--- src/rtl/alarm_pkg.sv ---
// Shared constants for the alarm controller and the time-of-day counter.
package alarm_pkg;

  // Controller state encoding; the values are visible on the State port.
  localparam logic [1:0] IDLE    = 2'd0;
  localparam logic [1:0] ARMED   = 2'd1;
  localparam logic [1:0] RINGING = 2'd2;
  localparam logic [1:0] SNOOZED = 2'd3;

  // Calendar limits, shared with the upstream time counter.
  localparam logic [5:0] HOUR_MAX = 6'd23;
  localparam logic [5:0] MIN_MAX  = 6'd59;
  localparam logic [5:0] SEC_MAX  = 6'd59;

  // Hours:minutes pair, used for the stored alarm and the snooze target.
  typedef struct packed {
    logic [5:0] h;
    logic [5:0] m;
  } hm_t;

endpackage

--- src/rtl/time_add_mins.sv ---
// Combinational hours:minutes + N, wrapping at 24 hours.
module time_add_mins
  import alarm_pkg::*;
#(
  parameter int unsigned N = 9
) (
  input  logic [5:0] hours_i,
  input  logic [5:0] mins_i,
  output logic [5:0] hours_o,
  output logic [5:0] mins_o
);

  logic [6:0] m_sum;

  // Add N minutes; on minute overflow carry into the hour, 23 wraps to 0.
  always_comb begin
    m_sum   = {1'b0, mins_i} + 7'(N);
    mins_o  = m_sum[5:0];
    hours_o = hours_i;
    if (m_sum >= 7'd60) begin
      mins_o  = 6'(m_sum - 7'd60);
      hours_o = (hours_i >= HOUR_MAX) ? 6'd0 : hours_i + 6'd1;
    end
  end

endmodule

--- src/rtl/alarm_ctrl.sv ---
// Alarm controller: stored alarm time, arm/stop/snooze FSM, ring timeout.
// One clock cycle is one second of the upstream HH:MM:SS counter.
module alarm_ctrl
  import alarm_pkg::*;
#(
  parameter int unsigned RING_SECS   = 60,
  parameter int unsigned SNOOZE_MINS = 9,
  parameter int unsigned MAX_SNOOZE  = 3
) (
  input  logic       CLK,
  input  logic       RST_N,
  input  logic [5:0] Hours,
  input  logic [5:0] Mins,
  input  logic [5:0] Secs,
  input  logic       set_valid,
  input  logic [5:0] set_hours,
  input  logic [5:0] set_mins,
  output logic       set_ready,
  output logic       set_err,
  input  logic       arm,
  input  logic       snooze,
  input  logic       stop,
  output logic       Ring,
  output logic [1:0] State,
  output logic [1:0] Snooze_cnt,
  output logic [5:0] Alarm_hours,
  output logic [5:0] Alarm_mins
);

  logic [1:0] state_q, state_d;
  logic [7:0] ring_cnt_q, ring_cnt_d;
  logic [1:0] snooze_cnt_q, snooze_cnt_d;
  hm_t        alarm_q, alarm_d;
  hm_t        snz_tgt_q, snz_tgt_d;
  logic       set_err_q, set_err_d;
  logic       ring_q, ring_d;

  hm_t        snz_next;
  hm_t        tgt;
  logic       match;
  logic       load;

  // Snooze target is computed from the time presented in the snooze cycle.
  time_add_mins #(.N(SNOOZE_MINS)) u_snz_add (
    .hours_i (Hours),
    .mins_i  (Mins),
    .hours_o (snz_next.h),
    .mins_o  (snz_next.m)
  );

  assign set_ready = (state_q == IDLE) || (state_q == ARMED);
  assign load      = set_valid && set_ready;

  // Compare against the snooze target while snoozed, else the stored alarm
  // (the old stored value, so a same-cycle load does not hide a match).
  always_comb begin
    tgt   = (state_q == SNOOZED) ? snz_tgt_q : alarm_q;
    match = (Hours == tgt.h) && (Mins == tgt.m) && (Secs == 6'd0);
  end

  // Next-state logic: arm==0 > stop > snooze > timeout/match in every state.
  always_comb begin
    state_d      = state_q;
    ring_cnt_d   = ring_cnt_q;
    snooze_cnt_d = snooze_cnt_q;
    alarm_d      = alarm_q;
    snz_tgt_d    = snz_tgt_q;
    set_err_d    = 1'b0;

    if (load) begin
      if (set_hours <= HOUR_MAX && set_mins <= MIN_MAX) begin
        alarm_d.h = set_hours;
        alarm_d.m = set_mins;
      end else begin
        set_err_d = 1'b1;
      end
    end

    case (state_q)
      IDLE: begin
        if (arm) state_d = ARMED;
      end
      ARMED: begin
        if (!arm) begin
          state_d = IDLE;
        end else if (match) begin
          state_d    = RINGING;
          ring_cnt_d = 8'd0;
        end
      end
      RINGING: begin
        if (!arm) begin
          state_d = IDLE;
        end else if (stop) begin
          state_d = ARMED;
        end else if (snooze) begin
          // Snooze budget exhausted: the request behaves like stop.
          if (snooze_cnt_q < 2'(MAX_SNOOZE)) begin
            state_d      = SNOOZED;
            snooze_cnt_d = snooze_cnt_q + 2'd1;
            snz_tgt_d    = snz_next;
          end else begin
            state_d = ARMED;
          end
        end else if (ring_cnt_q == 8'(RING_SECS - 1)) begin
          state_d = ARMED;
        end else begin
          ring_cnt_d = ring_cnt_q + 8'd1;
        end
      end
      SNOOZED: begin
        if (!arm) begin
          state_d = IDLE;
        end else if (stop) begin
          state_d = ARMED;
        end else if (match) begin
          state_d    = RINGING;
          ring_cnt_d = 8'd0;
        end
      end
      default: state_d = IDLE;
    endcase

    // A new alarm event starts with a fresh snooze budget.
    if (state_d == IDLE || state_d == ARMED) snooze_cnt_d = 2'd0;
  end

  // Ring is registered from the next state so it tracks State exactly.
  always_comb ring_d = (state_d == RINGING);

  // State registers; reset drops Ring and discards any snooze target.
  always_ff @(posedge CLK or negedge RST_N) begin
    if (!RST_N) begin
      state_q      <= IDLE;
      ring_cnt_q   <= 8'd0;
      snooze_cnt_q <= 2'd0;
      alarm_q      <= '0;
      snz_tgt_q    <= '0;
      set_err_q    <= 1'b0;
      ring_q       <= 1'b0;
    end else begin
      state_q      <= state_d;
      ring_cnt_q   <= ring_cnt_d;
      snooze_cnt_q <= snooze_cnt_d;
      alarm_q      <= alarm_d;
      snz_tgt_q    <= snz_tgt_d;
      set_err_q    <= set_err_d;
      ring_q       <= ring_d;
    end
  end

  assign State       = state_q;
  assign Ring        = ring_q;
  assign Snooze_cnt  = snooze_cnt_q;
  assign Alarm_hours = alarm_q.h;
  assign Alarm_mins  = alarm_q.m;
  assign set_err     = set_err_q;

endmodule

--- config.mk ---
export PLATFORM = sky130hd
export DESIGN_NAME = alarm_ctrl
export DESIGN_NICKNAME = d
export VERILOG_FILES = /design/src/rtl/alarm_pkg.sv /design/src/rtl/time_add_mins.sv /design/src/rtl/alarm_ctrl.sv
export SDC_FILE = /design/constraint.sdc
export NUM_CORES = 1
export LEC_CHECK = 0
export CORE_MARGIN = 10
export CORE_UTILIZATION = 28
export CTS_BUF_LIST = sky130_fd_sc_hd__clkbuf_8
export DETAILED_ROUTE_END_ITERATION = 8
export PLACE_DENSITY_LB_ADDON = 0.05
export SETUP_SLACK_MARGIN = 0.4
export SKIP_LAST_GASP = 1
export SYNTH_ARGS = -nofsm -noshare
export SYNTH_HDL_FRONTEND = slang
export SYNTH_HIERARCHICAL = 1
export SYNTH_SLANG_ARGS = --single-unit
--- constraint.sdc ---
create_clock -name CLK -period 2.1 [get_ports CLK]
set_input_delay 0.21 -clock CLK [delete_from_list [all_inputs] [get_ports CLK]]
set_output_delay 0.21 -clock CLK [all_outputs]
set_load 0.01 [all_outputs]
==> metrics.json, run 1 <==
{
  "run_status": {"value": "complete, but fails checks"},
  "violated_checks": {"value": "setup timing"},
  "htree_num_levels": {"value": 2},
  "grt_max_degree": {"value": 23},
  "hold_path_depth": {"value": 4},
  "timing.rr.start": {"value": "State[0]$_DFF_PN0_"},
  "viasPerCell": {"value": 4.849},
  "grt_setup_unrepaired": {"value": "true"},
  "synth_fp_nets": {"value": 338},
  "share_clk_of_total_power": {"value": 25.7, "unit": "%"},
  "num_vias": {"value": 2793},
  "r2r_slack": {"value": -0.26, "unit": "ns"},
  "internal_power": {"value": 1468, "unit": "uW"},
  "place_congestion": {"value": 0.8228},
  "hold_path_startpoint": {"value": "Mins[0]"},
  "holdCritPathClass": {"value": "primary input to flip-flop"},
  "cts_clk_pin_slew_worst_paths": {"value": 0.08, "unit": "ns"},
  "path_cells": {"value": "and2_4 -> mux2_4 -> a222oi_1 -> and4b_2 -> a21oi_4 -> or4_1 -> a21oi_2"},
  "max_clock_freq": {"value": 0.4245, "unit": "GHz"},
  "syn-mean-instance-area": {"value": 9.278, "unit": "um2"},
  "io_pins": {"value": 55},
  "slew_headroom": {"value": 69.95, "unit": "%"},
  "root_buffer": {"value": "sky130_fd_sc_hd__clkbuf_8"},
  "globalRouteTotalUtil": {"value": 12.99, "unit": "%"},
  "detail_route.first_pass.iterations": {"value": 4},
  "grt_overflow": {"value": 0},
  "dr.first_iter.drc_count": {"value": 179},
  "post-dp-hpwl": {"value": 7.329, "unit": "mm"},
  "first_pass_grt_wire_length": {"value": 15.07, "unit": "mm"},
  "critical_path.endpoint_type": {"value": "flip-flop"},
  "combinationalPowerShare": {"value": 35.3, "unit": "%"},
  "initial_utilization": {"value": 28.36, "unit": "%"},
  "max_slew.worst_pin.slew": {"value": 0.4507, "unit": "ns"},
  "timing.final.setup_violations": {"value": 9},
  "routedWlPerCell": {"value": 15.89, "unit": "um"},
  "remaining_drc_errors": {"value": 0},
  "commonest_register_cell_after_synthesis": {"value": "sky130_fd_sc_hd__dfrtp_1"},
  "layout.nets": {"value": 484},
  "post_route_cells_drive_above_1_share": {"value": 40.18, "unit": "%"},
  "cellLeakagePower": {"value": 0.002055, "unit": "uW"},
  "grt_antenna_before_repair": {"value": 0},
  "yosys_register_bits": {"value": 38},
  "total_switching_power": {"value": 632.7, "unit": "uW"},
  "synth_common_cells": {"value": "38 x sky130_fd_sc_hd__dfrtp_1, 27 x sky130_fd_sc_hd__mux2_2, 23 x sky130_fd_sc_hd__nand2_1, 22 x sky130_fd_sc_hd__inv_1, 18 x sky130_fd_sc_hd__nor2_1"},
  "whs_endpoint": {"value": "snz_tgt_q[0]$_DFFE_PN0P_"},
  "synthMostInstantiatedCell": {"value": "sky130_fd_sc_hd__dfrtp_1"},
  "worst-setup-path-type": {"value": "flip-flop to flip-flop"},
  "p_total": {"value": 2100, "unit": "uW"},
  "io_buffers": {"value": 54},
  "cts_inserted_buffers": {"value": 5},
  "cp_data_required_time": {"value": 2.33, "unit": "ns"},
  "antenna-diode-count": {"value": 0},
  "synth-edff-count": {"value": 0},
  "die_width": {"value": 119.0, "unit": "um"},
  "layout_min_cycle_time": {"value": 2.356, "unit": "ns"},
  "core-area": {"value": 0.009684, "unit": "mm2"},
  "worst_slack": {"value": -0.2560, "unit": "ns"},
  "async_reset_ff_share": {"value": 100.0, "unit": "%"},
  "route.final.wire_length": {"value": 9.151, "unit": "mm"},
  "sequentialPowerShare": {"value": 39.0, "unit": "%"},
  "first_global_vias": {"value": 2882},
  "finClkSkew": {"value": 0.003624, "unit": "ns"},
  "power-per-cell-area": {"value": 467.1, "unit": "mW/mm2"},
  "layout_worst_path_cycle_share": {"value": 112.2, "unit": "%"},
  "yosysTopAreaCell": {"value": "sky130_fd_sc_hd__dfrtp_1"},
  "worstReg2RegEnd": {"value": "ring_cnt_q[2]$_DFFE_PN0P_"},
  "worst_r2r_path_depth": {"value": 7},
  "final-hold-violation-count": {"value": 0},
  "power_switching_share": {"value": 30.12, "unit": "%"},
  "clock_sink_count": {"value": 38},
  "dieHeight": {"value": 119.0, "unit": "um"},
  "cpMaxStageDelayCell": {"value": "sky130_fd_sc_hd__or4_1"},
  "rows": {"value": 36},
  "cts_tree": {"value": "built"},
  "worstSkewPairLatency": {"value": 0.30, "unit": "ns"},
  "critical_path.startpoint_type": {"value": "flip-flop"},
  "die-area": {"value": 0.01417, "unit": "mm2"},
  "synthCells": {"value": 296},
  "final_antenna_net_count": {"value": 0},
  "final_layout_worst_hold_slack": {"value": 0.3693, "unit": "ns"},
  "worstPathMaxFanout": {"value": 8},
  "area_growth": {"value": 63.74, "unit": "%"},
  "crit_path_max_incr_delay": {"value": 0.50, "unit": "ns"},
  "synth.cell_area": {"value": 0.002746, "unit": "mm2"},
  "arrival": {"value": 2.59, "unit": "ns"},
  "cap_violations": {"value": 0},
  "worst_ir_drop_vdd": {"value": 0.3097, "unit": "mV"},
  "drv_slew": {"value": 0},
  "ctsLongestPathBuffers": {"value": 2},
  "ys.warnings.count": {"value": 6},
  "sequential_cell_area_fraction_in_the_yosys_report": {"value": 34.62, "unit": "%"},
  "yosys-top-cells-area": {"value": "sky130_fd_sc_hd__dfrtp_1 35%, sky130_fd_sc_hd__mux2_2 11%, sky130_fd_sc_hd__nand2_1 3.1%"},
  "area_fraction_of_the_dominant_cell_type_after_synthesis": {"value": 34.62, "unit": "%"},
  "synth.distinct_cells": {"value": 59}
}
## per-stage QoR
step / cells / TNS (ns) / cell area (um2) / util [%] / setup WS (ns)
finish: 576 / -1.416 / 4497 / 46.43 / -0.2560
global route: 576 / -3.399 / 4497 / 46.43 / -0.4023
CTS: 575 / -1.705 / 4407 / 45.50 / -0.2659
detailed placement: 562 / -10.65 / 4209 / 43.46 / -0.6517
global placement: 562 / -9.594 / 4209 / 43.46 / -0.6019
floorplan: 296 / -1.743 / 2905 / - / -0.3440
## power by group through the flow
stage / combinational, uW / clock (uW) / sequential (uW)
after floorplan: 282 / 0 / 849
after detailed placement: 699 / 0 / 833
after global placement: 700 / 0 / 834
final: 742 / 540 / 819
after global routing: 812 / 582 / 826
after CTS: 729 / 552 / 819
## layout make-up
class / instances / area (um2)
Clock buffer: 6 / 82.58
Clock inverter: 2 / 8.758
Fill cell: 937 / 5187
Inverter: 22 / 82.58
Multi-Input combinational cell: 223 / 1884
Sequential cell: 38 / 950.9
Tap cell: 133 / 166.4
Timing Repair Buffer: 152 / 1321
## worst max path at each step
stage                  startpoint                   endpoint  slack (ns)  cells after the start
3_3_place_gp              Mins[0]   snz_tgt_q[6]$_DFFE_PN0P_       -0.60                     11
6_report       State[0]$_DFF_PN0_  ring_cnt_q[2]$_DFFE_PN0P_       -0.26                      7
3_5_place_dp              Mins[0]   snz_tgt_q[6]$_DFFE_PN0P_       -0.65                     11
2_1_floorplan             Mins[2]   snz_tgt_q[6]$_DFFE_PN0P_       -0.34                     12
5_1_grt        State[0]$_DFF_PN0_  ring_cnt_q[2]$_DFFE_PN0P_       -0.40                      7
4_1_cts        State[0]$_DFF_PN0_  ring_cnt_q[2]$_DFFE_PN0P_       -0.27                      7
## cell families (layout without fill, tap and decap cells)
| family | after synthesis | after routing | share of synthesized area [%] |
|---|---|---|---|
| mux | 30 | 30 | 12.35 |
| xor+xnor | 9 | 9 | 2.870 |
| buf+inv | 35 | 182 | 6.333 |
| compound gates | 76 | 76 | 20.96 |
| flops | 38 | 38 | 34.62 |
| fa+ha+maj | 6 | 6 | 2.733 |
| simple gates | 102 | 102 | 20.14 |
## per-layer routing
layer | wire (um) | global-route usage, % | vias up
li1 | - | - | 1394
met1 | 4546 | 17.71 | 1320
met5 | 0 | 0 | -
met3 | 521 | 3.968 | 11
met2 | 3945 | 19.33 | 68
met4 | 138 | 3.588 | 0
## state kept, by name, indices dropped and copies added, names as in the netlist
signal	count
set_err	1
Ring	1
ring_cnt_q	8
State	2
Alarm_hours	6
Alarm_mins	6
snz_tgt_q	12
Snooze_cnt	2
## placed cells by master, fill, tap and decap left out, drive strengths merged, types with 3 or more instances in the layout
cell	n
a21oi	15
and2	4
nand4b	4
o221ai	3
nand2	23
o22a	3
dlymetal6s2s	3
buf	102
nor2	18
nand2b	5
nand4	5
nand3	14
nor3	7
and3	7
nand3b	4
a31oi	4
clkdlybuf4s50	43
nor4	3
o211ai	3
a222oi	3
xnor2	8
o21ai	11
dfrtp	38
a21o	7
inv	23
o31ai	5
dlygate4sd2	3
mux2	28
ha	6
clkbuf	6
## critical path: cells and delay by family (launching register included)
| kind | cells | cell delay (ns) |
|---|---|---|
| AO/OA/AOI/OAI | 3 | 0.57 |
| AND/OR/NAND/NOR | 3 | 1.05 |
| multiplexers | 1 | 0.30 |
| flip-flops | 1 | 0.38 |
## what timing repair did
item	in CTS	in global routing
gates cloned	0	0
setup buffers	4	1
hold buffers	1	0
pin swaps	12	6
endpoints found under the hold margin	16	0
setup endpoints to repair	27	25
resized for setup	43	19
Note: power is estimated with default switching activity, not from simulation.
==> run 2: changes to the inputs <==
- CTS_BUF_LIST: sky130_fd_sc_hd__clkbuf_8 -> unset
==> run 2 against run 1 <==
Compared with the run above:
- the run still ends with setup timing left
- worst hold slack about the same
- critical path depth unchanged
- core utilization unchanged
- maximum frequency decreased by 0.15%
- final area unchanged
- wire length about the same
- register-to-register slack about the same
- cell count unchanged
- die area unchanged
- non-clock buffer count unchanged
- count of clock-buffer cells in the layout increased by 1
- highest routed layer unchanged
==> metrics.json, run 2 (synthesis gave the netlist of run 1 again) <==
{
  "io_buffers": {"value": 54, "change": "unchanged"},
  "routedWlPerCell": {"value": 15.88, "unit": "um", "change": "was 15.89 um"},
  "first_pass_grt_wire_length": {"value": 15.07, "unit": "mm", "change": "unchanged"},
  "slew_headroom": {"value": 69.96, "unit": "%", "change": "was 69.95%"},
  "dr.first_iter.drc_count": {"value": 181, "change": "was 179"},
  "mostFrequentLayoutCell": {"value": "sky130_fd_sc_hd__buf_4", "change": "unchanged"},
  "max_slew.worst_pin.slew": {"value": 0.4505, "unit": "ns", "change": "was 0.4507 ns"},
  "largest_register_ff_count": {"value": 12, "change": "unchanged"},
  "top_regs": {"value": "snz_tgt_q: 12 flops, ring_cnt_q: 8 flops", "change": "unchanged"},
  "worstSkewPairLatency": {"value": 0.30, "unit": "ns", "change": "about the same"},
  "num_vias": {"value": 2794, "change": "was 2793"},
  "worst_slack": {"value": -0.2595, "unit": "ns", "change": "was -0.2560 ns"},
  "clock_sink_count": {"value": 38, "change": "unchanged"},
  "arrival": {"value": 2.59, "unit": "ns", "change": "about the same"},
  "cts_inserted_buffers": {"value": 5, "change": "unchanged"},
  "final_layout_worst_hold_slack": {"value": 0.3697, "unit": "ns", "change": "was 0.3693 ns"},
  "combinationalPowerShare": {"value": 35.2, "unit": "%", "change": "was 35.3%"},
  "layout.nets": {"value": 484, "change": "unchanged"},
  "fill_cells": {"value": 937, "change": "unchanged"},
  "grt_max_degree": {"value": 23, "change": "unchanged"},
  "cts_clk_pin_slew_worst_paths": {"value": 0.08, "unit": "ns", "change": "about the same"},
  "final.setup.tns": {"value": -1.444, "unit": "ns", "change": "was -1.416 ns"},
  "post_route_cells_drive_above_1_share": {"value": 40.18, "unit": "%", "change": "unchanged"},
  "htree_num_levels": {"value": 2, "change": "unchanged"},
  "grt_setup_unrepaired": {"value": "true", "change": "unchanged"},
  "root_buffer": {"value": "sky130_fd_sc_hd__clkbuf_8", "change": "unchanged"},
  "io_pins": {"value": 55, "change": "unchanged"},
  "post-place-ws": {"value": -0.6517, "unit": "ns", "change": "unchanged"},
  "final_antenna_net_count": {"value": 0, "change": "unchanged"},
  "power-per-cell-area": {"value": 468.1, "unit": "mW/mm2", "change": "was 467.1 mW/mm2"},
  "grt_antenna_before_repair": {"value": 0, "change": "unchanged"},
  "critical_path.startpoint_type": {"value": "flip-flop", "change": "unchanged"},
  "holdCritPathClass": {"value": "primary input to flip-flop", "change": "unchanged"},
  "layout_min_cycle_time": {"value": 2.360, "unit": "ns", "change": "was 2.356 ns"},
  "multi_input_comb_area": {"value": 0.001884, "unit": "mm2", "change": "unchanged"},
  "die-area": {"value": 0.01417, "unit": "mm2", "change": "unchanged"},
  "remaining_drc_errors": {"value": 0, "change": "unchanged"},
  "post-dp-hpwl": {"value": 7.329, "unit": "mm", "change": "unchanged"},
  "internal_power": {"value": 1473, "unit": "uW", "change": "was 1468 uW"},
  "ctsLongestPathBuffers": {"value": 2, "change": "unchanged"},
  "route.final.wire_length": {"value": 9.146, "unit": "mm", "change": "was 9.151 mm"},
  "die_width": {"value": 119.0, "unit": "um", "change": "unchanged"},
  "crit_path_max_incr_delay": {"value": 0.50, "unit": "ns", "change": "about the same"},
  "cts_tree": {"value": "built", "change": "unchanged"},
  "power_switching_share": {"value": 30.04, "unit": "%", "change": "was 30.12%"},
  "cp_data_required_time": {"value": 2.33, "unit": "ns", "change": "about the same"},
  "max_clock_freq": {"value": 0.4238, "unit": "GHz", "change": "was 0.4245 GHz"},
  "timing.final.setup_violations": {"value": 9, "change": "unchanged"},
  "cap_violations": {"value": 0, "change": "unchanged"},
  "place_congestion": {"value": 0.8228, "change": "unchanged"},
  "highest_count_cells_in_the_layout_ignoring_fill_and_taps": {"value": "90 x sky130_fd_sc_hd__buf_4, 43 x sky130_fd_sc_hd__clkdlybuf4s50_1, 38 x sky130_fd_sc_hd__dfrtp_1", "change": "unchanged"},
  "first_global_vias": {"value": 2882, "change": "unchanged"},
  "critical_path.endpoint_type": {"value": "flip-flop", "change": "unchanged"},
  "registers.top_by_ff_count": {"value": "snz_tgt_q", "change": "unchanged"},
  "rows": {"value": 36, "change": "unchanged"},
  "antenna-diode-count": {"value": 0, "change": "unchanged"},
  "worst-path-buf-inv": {"value": 0, "change": "unchanged"},
  "run_status": {"value": "complete, but fails checks", "change": "unchanged"},
  "dieHeight": {"value": 119.0, "unit": "um", "change": "unchanged"},
  "timing.critical_path.max_delay_family": {"value": "simple AND/OR/NAND/NOR gates", "change": "unchanged"},
  "p_total": {"value": 2105, "unit": "uW", "change": "was 2100 uW"},
  "worstPathMaxFanout": {"value": 8, "change": "unchanged"},
  "area_growth": {"value": 63.74, "unit": "%", "change": "unchanged"},
  "violated_checks": {"value": "setup timing", "change": "unchanged"},
  "layout_worst_path_cycle_share": {"value": 112.4, "unit": "%", "change": "was 112.2%"},
  "finClkSkew": {"value": 0.003657, "unit": "ns", "change": "was 0.003624 ns"},
  "path_cells": {"value": "and2_4 -> mux2_4 -> a222oi_1 -> and4b_2 -> a21oi_4 -> or4_1 -> a21oi_2", "change": "unchanged"},
  "viasPerCell": {"value": 4.851, "change": "was 4.849"},
  "cellLeakagePower": {"value": 0.002050, "unit": "uW", "change": "was 0.002055 uW"},
  "detail_route.first_pass.iterations": {"value": 4, "change": "unchanged"},
  "layout.cells.non_filler": {"value": 576, "change": "unchanged"},
  "final-hold-violation-count": {"value": 0, "change": "unchanged"},
  "grt_overflow": {"value": 0, "change": "unchanged"},
  "initial_utilization": {"value": 28.36, "unit": "%", "change": "unchanged"},
  "cpMaxStageDelayCell": {"value": "sky130_fd_sc_hd__or4_1", "change": "unchanged"},
  "drv_slew": {"value": 0, "change": "unchanged"},
  "sequentialPowerShare": {"value": 38.9, "unit": "%", "change": "was 39.0%"},
  "worst_ir_drop_vdd": {"value": 0.3107, "unit": "mV", "change": "was 0.3097 mV"},
  "core-area": {"value": 0.009684, "unit": "mm2", "change": "unchanged"},
  "globalRouteTotalUtil": {"value": 12.99, "unit": "%", "change": "unchanged"},
  "total_switching_power": {"value": 632.4, "unit": "uW", "change": "was 632.7 uW"},
  "area.sequential": {"value": 950.9, "unit": "um2", "change": "unchanged"},
  "share_clk_of_total_power": {"value": 25.9, "unit": "%", "change": "was 25.7%"},
  "placed_cells": {"value": 562, "change": "unchanged"},
  "worst-setup-path-type": {"value": "flip-flop to flip-flop", "change": "unchanged"}
}
run 2: cell types whose count changed in the layout (fill, tap and decap cells not counted), sizes merged:
cell / previous run / this run
clkbuf: 6 / 7
inv: 23 / 22
run 2: worst register-to-register path, delay by kind of cell, from the launching register on:
kind,cells,cell delay [ns]
and+or+nand+nor,3,1.06
AOI/OAI and AO/OA,3,0.57
DFF,1,0.38
muxes,1,0.30
run 2: routing by layer:
layer	up-vias	GRT usage [%]	wire (um)
met5	-	0	0
met4	0	3.588	138
met3	11	3.968	500
met2	67	19.33	3942
met1	1322	17.71	4565
li1	1394	-	-
run 2: power groups by stage:
stage | Combinational [uW] | Sequential [uW] | Clock, uW
2_1_floorplan | 282 | 849 | 0
3_3_place_gp | 700 | 834 | 0
3_5_place_dp | 699 | 833 | 0
4_1_cts | 729 | 819 | 557
5_1_grt | 812 | 826 | 587
6_report | 742 | 819 | 545
run 2: cell type report:
type,instances,share of cell area (%)
timing repair buffer,152,29.38
clock inverter,1,0.1113
inverter,22,1.836
multi-input combinational,223,41.90
clock buffer,7,1.920
tap,133,3.701
sequential,38,21.15
run 2: through the flow:
| stage | utilization (%) | instance area (um2) |
|---|---|---|
| CTS | 45.50 | 4407 |
| global placement | 43.46 | 4209 |
| global route | 46.43 | 4497 |
| finish | 46.43 | 4497 |
| detailed placement | 43.46 | 4209 |
| floorplan | - | 2905 |
run 2: worst paths after layout:
check | startpoint | end | slack [ns] | depth (start not counted)
setup / recovery | State[0]$_DFF_PN0_ | ring_cnt_q[2]$_DFFE_PN0P_ | -0.26 | 7
hold / removal | Mins[0] | snz_tgt_q[0]$_DFFE_PN0P_ | 0.37 | 4
setup reg to reg | State[0]$_DFF_PN0_ | ring_cnt_q[2]$_DFFE_PN0P_ | -0.26 | 7
hold reg to reg | snz_tgt_q[4]$_DFFE_PN0P_ | snz_tgt_q[4]$_DFFE_PN0P_ | 0.52 | 1
max in group asynchronous | RST_N | Alarm_hours[0]$_DFFE_PN0P_ | 1.23 | 3
min in group asynchronous | RST_N | snz_tgt_q[4]$_DFFE_PN0P_ | 0.39 | 2
run 2: repair_timing:
item,CTS,global route
endpoints found under the setup margin,27,25
gates resized for setup,43,19
pin swaps,12,6
setup buffers,4,1
hold buffers,1,0
hold endpoints to repair,16,0
==> run 3: changes to the inputs <==
==> constraint.sdc (replaced) <==
create_clock -name CLK -period 2.1 [get_ports CLK]
set_input_delay 0.315 -clock CLK [delete_from_list [all_inputs] [get_ports CLK]]
set_output_delay 0.315 -clock CLK [all_outputs]
set_load 0.01 [all_outputs]
==> run 3 against run 2 <==
Compared with the run above:
- the flow still finishes with violations (setup timing)
- register-to-register slack is essentially flat
- clock power about the same
- largest power group unchanged
- critical endpoint is now ring_cnt_q[4]$_DFFE_PN0P_
- maximum frequency down 0.38%
- worst hold slack got worse by 0.29 ns
==> metrics.json, run 3 (synthesis gave the netlist of run 1 again) <==
{
  "critical_path.endpoint_type": {"value": "flip-flop", "change": "unchanged"},
  "layout.cell_area.non_filler": {"value": 0.004567, "unit": "mm2", "change": "was 0.004497 mm2"},
  "critical_path.startpoint_type": {"value": "flip-flop", "change": "unchanged"},
  "placed_area": {"value": 0.004197, "unit": "mm2", "change": "was 0.004209 mm2"},
  "cts_hold_buf": {"value": 0, "change": "was 1"},
  "remaining_drc_errors": {"value": 0, "change": "unchanged"},
  "top_regs": {"value": "snz_tgt_q: 12 flops, ring_cnt_q: 8 flops", "change": "unchanged"},
  "max_clock_freq": {"value": 0.4222, "unit": "GHz", "change": "was 0.4238 GHz"},
  "registers.top_by_ff_count": {"value": "snz_tgt_q", "change": "unchanged"},
  "post_route_cells_drive_above_1_share": {"value": 43.40, "unit": "%", "change": "was 40.18%"},
  "area_growth": {"value": 66.29, "unit": "%", "change": "was 63.74%"},
  "first_pass_grt_wire_length": {"value": 15.54, "unit": "mm", "change": "was 15.07 mm"},
  "root_buffer": {"value": "sky130_fd_sc_hd__clkbuf_8", "change": "unchanged"},
  "cap_violations": {"value": 0, "change": "unchanged"},
  "p_total": {"value": 2122, "unit": "uW", "change": "was 2105 uW"},
  "cts_clk_pin_slew_worst_paths": {"value": 0.09, "unit": "ns", "change": "was 0.08 ns"},
  "antenna-diode-count": {"value": 0, "change": "unchanged"},
  "max_slew.worst_pin.slew": {"value": 0.5369, "unit": "ns", "change": "was 0.4505 ns"},
  "grt_antenna_before_repair": {"value": 0, "change": "unchanged"},
  "die-area": {"value": 0.01417, "unit": "mm2", "change": "unchanged"},
  "arrival": {"value": 2.60, "unit": "ns", "change": "was 2.59 ns"},
  "htree_num_levels": {"value": 2, "change": "unchanged"},
  "ctsLongestPathBuffers": {"value": 2, "change": "unchanged"},
  "cellLeakagePower": {"value": 0.002119, "unit": "uW", "change": "was 0.002050 uW"},
  "timing.final.setup_violations": {"value": 10, "change": "was 9"},
  "violated_checks": {"value": "setup timing", "change": "unchanged"},
  "cp_data_required_time": {"value": 2.33, "unit": "ns", "change": "about the same"},
  "worstPathMaxFanout": {"value": 8, "change": "unchanged"},
  "globalRouteTotalUtil": {"value": 13.07, "unit": "%", "change": "was 12.99%"},
  "final_antenna_net_count": {"value": 0, "change": "unchanged"},
  "routedWlPerCell": {"value": 15.90, "unit": "um", "change": "was 15.88 um"},
  "worst_ir_drop_vdd": {"value": 0.2720, "unit": "mV", "change": "was 0.3107 mV"},
  "io_pins": {"value": 55, "change": "unchanged"},
  "num_vias": {"value": 2831, "change": "was 2794"},
  "worst_slack": {"value": -0.2686, "unit": "ns", "change": "was -0.2595 ns"},
  "clock_sink_count": {"value": 38, "change": "unchanged"},
  "first_global_vias": {"value": 3062, "change": "was 2882"},
  "mostFrequentLayoutCell": {"value": "sky130_fd_sc_hd__buf_4", "change": "unchanged"},
  "dieHeight": {"value": 119.0, "unit": "um", "change": "unchanged"},
  "worstSkewPairLatency": {"value": 0.29, "unit": "ns", "change": "was 0.30 ns"},
  "layout_worst_path_cycle_share": {"value": 112.8, "unit": "%", "change": "was 112.4%"},
  "cts_inserted_buffers": {"value": 5, "change": "unchanged"},
  "holdCritPathClass": {"value": "primary input to asynchronous set/reset pin", "change": "was primary input to flip-flop"},
  "route.final.wire_length": {"value": 9.222, "unit": "mm", "change": "was 9.146 mm"},
  "finish.utilization": {"value": 47.16, "unit": "%", "change": "was 46.43%"},
  "initial_utilization": {"value": 28.36, "unit": "%", "change": "unchanged"},
  "drv_slew": {"value": 0, "change": "unchanged"},
  "power-per-cell-area": {"value": 464.6, "unit": "mW/mm2", "change": "was 468.1 mW/mm2"},
  "highest_count_cells_in_the_layout_ignoring_fill_and_taps": {"value": "96 x sky130_fd_sc_hd__buf_4, 38 x sky130_fd_sc_hd__dfrtp_1, 38 x sky130_fd_sc_hd__clkdlybuf4s50_1", "change": "was 90 x sky130_fd_sc_hd__buf_4, 43 x sky130_fd_sc_hd__clkdlybuf4s50_1, 38 x sky130_fd_sc_hd__dfrtp_1"},
  "layout_min_cycle_time": {"value": 2.369, "unit": "ns", "change": "was 2.360 ns"},
  "rows": {"value": 36, "change": "unchanged"},
  "cts_tree": {"value": "built", "change": "unchanged"},
  "grt_overflow": {"value": 0, "change": "unchanged"},
  "run_status": {"value": "complete, but fails checks", "change": "unchanged"},
  "grt_setup_unrepaired": {"value": "true", "change": "unchanged"},
  "core-area": {"value": 0.009684, "unit": "mm2", "change": "unchanged"},
  "grt_max_degree": {"value": 39, "change": "was 23"},
  "finClkSkew": {"value": 0.01064, "unit": "ns", "change": "was 0.003657 ns"},
  "layout.nets": {"value": 488, "change": "was 484"},
  "place_congestion": {"value": 0.8155, "change": "was 0.8228"},
  "viasPerCell": {"value": 4.881, "change": "was 4.851"},
  "io_buffers": {"value": 54, "change": "unchanged"},
  "die_width": {"value": 119.0, "unit": "um", "change": "unchanged"},
  "dr.first_iter.drc_count": {"value": 148, "change": "was 181"},
  "largest_register_ff_count": {"value": 12, "change": "unchanged"},
  "worst-setup-path-type": {"value": "flip-flop to flip-flop", "change": "unchanged"},
  "final.setup.tns": {"value": -1.721, "unit": "ns", "change": "was -1.444 ns"},
  "post-dp-hpwl": {"value": 7.329, "unit": "mm", "change": "about the same"},
  "detail_route.first_pass.iterations": {"value": 4, "change": "unchanged"},
  "final-hold-violation-count": {"value": 0, "change": "unchanged"},
  "slew_headroom": {"value": 64.21, "unit": "%", "change": "was 69.96%"}
}
-- run 3: cell types whose count changed in the layout (fill, tap and decap cells not counted), sizes merged --
cell           before  now
dlygate4sd2         3    4
clkinvlp            0    1
dlygate4sd3         1    0
dlymetal6s2s        3    6
clkdlybuf4s50      43   38
buf               102  107
clkbuf              7    6
clkdlybuf4s15       0    1
-- run 3: worst paths after layout --
kind | startpoint | to | slack (ns) | depth (start not counted)
max | State[1]$_DFF_PN0_ | ring_cnt_q[4]$_DFFE_PN0P_ | -0.27 | 7
min | RST_N | snz_tgt_q[4]$_DFFE_PN0P_ | 0.08 | 2
max reg2reg | State[1]$_DFF_PN0_ | ring_cnt_q[4]$_DFFE_PN0P_ | -0.27 | 7
min reg2reg | snz_tgt_q[4]$_DFFE_PN0P_ | snz_tgt_q[4]$_DFFE_PN0P_ | 0.52 | 1
max in group asynchronous | RST_N | Snooze_cnt[1]$_DFFE_PN0P_ | 1.64 | 2
min in group CLK | Mins[0] | snz_tgt_q[0]$_DFFE_PN0P_ | 0.48 | 4
-- run 3: repair_timing --
item                                    CTS  global route
pin swaps                                16            12
buffers inserted                          6             4
gates resized for setup                  46            33
endpoints found under the setup margin   28            30
-- run 3: where the power goes --
part           switching (uW)  leakage [uW]  internal (uW)  total [uW]
Sequential               41.6      0.000497            777         819
Combinational             318       0.00158            437         756
Clock                     283     0.0000472            264         547
-- run 3: per-stage QoR --
step | hold slack (ns) | setup slack [ns] | instances
after floorplan | 0.01941 | -0.4490 | 296
after global placement | 0.4158 | -0.7121 | 562
after detailed placement | 0.4160 | -0.7588 | 562
after CTS | 0.09355 | -0.2968 | 576
after global routing | 0.1163 | -0.3401 | 580
final | 0.07536 | -0.2686 | 580
-- run 3: final cells by class --
cell class	instances	area, um2
Timing Repair Buffer	156	1346
Clock buffer	6	82.58
Tap cell	133	166.4
Clock inverter	2	12.51
Multi-Input combinational cell	223	1926
Sequential cell	38	950.9
Inverter	22	82.58
Fill cell	969	5117
-- run 3: layer usage --
| layer | vias up | wire length (um) | GRT usage [%] |
|---|---|---|---|
| met5 | - | 0 | 0 |
| met2 | 79 | 4087 | 20.33 |
| met1 | 1340 | 4434 | 17.40 |
| li1 | 1405 | - | - |
| met4 | 0 | 97 | 3.053 |
| met3 | 7 | 603 | 3.826 |
-- run 3: worst max-delay path: stages (launching register included) --
cell                       delay [ns]
sky130_fd_sc_hd__dfrtp_1         0.40
sky130_fd_sc_hd__and2_4          0.20
sky130_fd_sc_hd__mux2_4          0.29
sky130_fd_sc_hd__a222oi_1        0.34
sky130_fd_sc_hd__and4b_2         0.36
sky130_fd_sc_hd__a21oi_4         0.10
sky130_fd_sc_hd__or4b_4          0.49
sky130_fd_sc_hd__a21oi_2         0.13
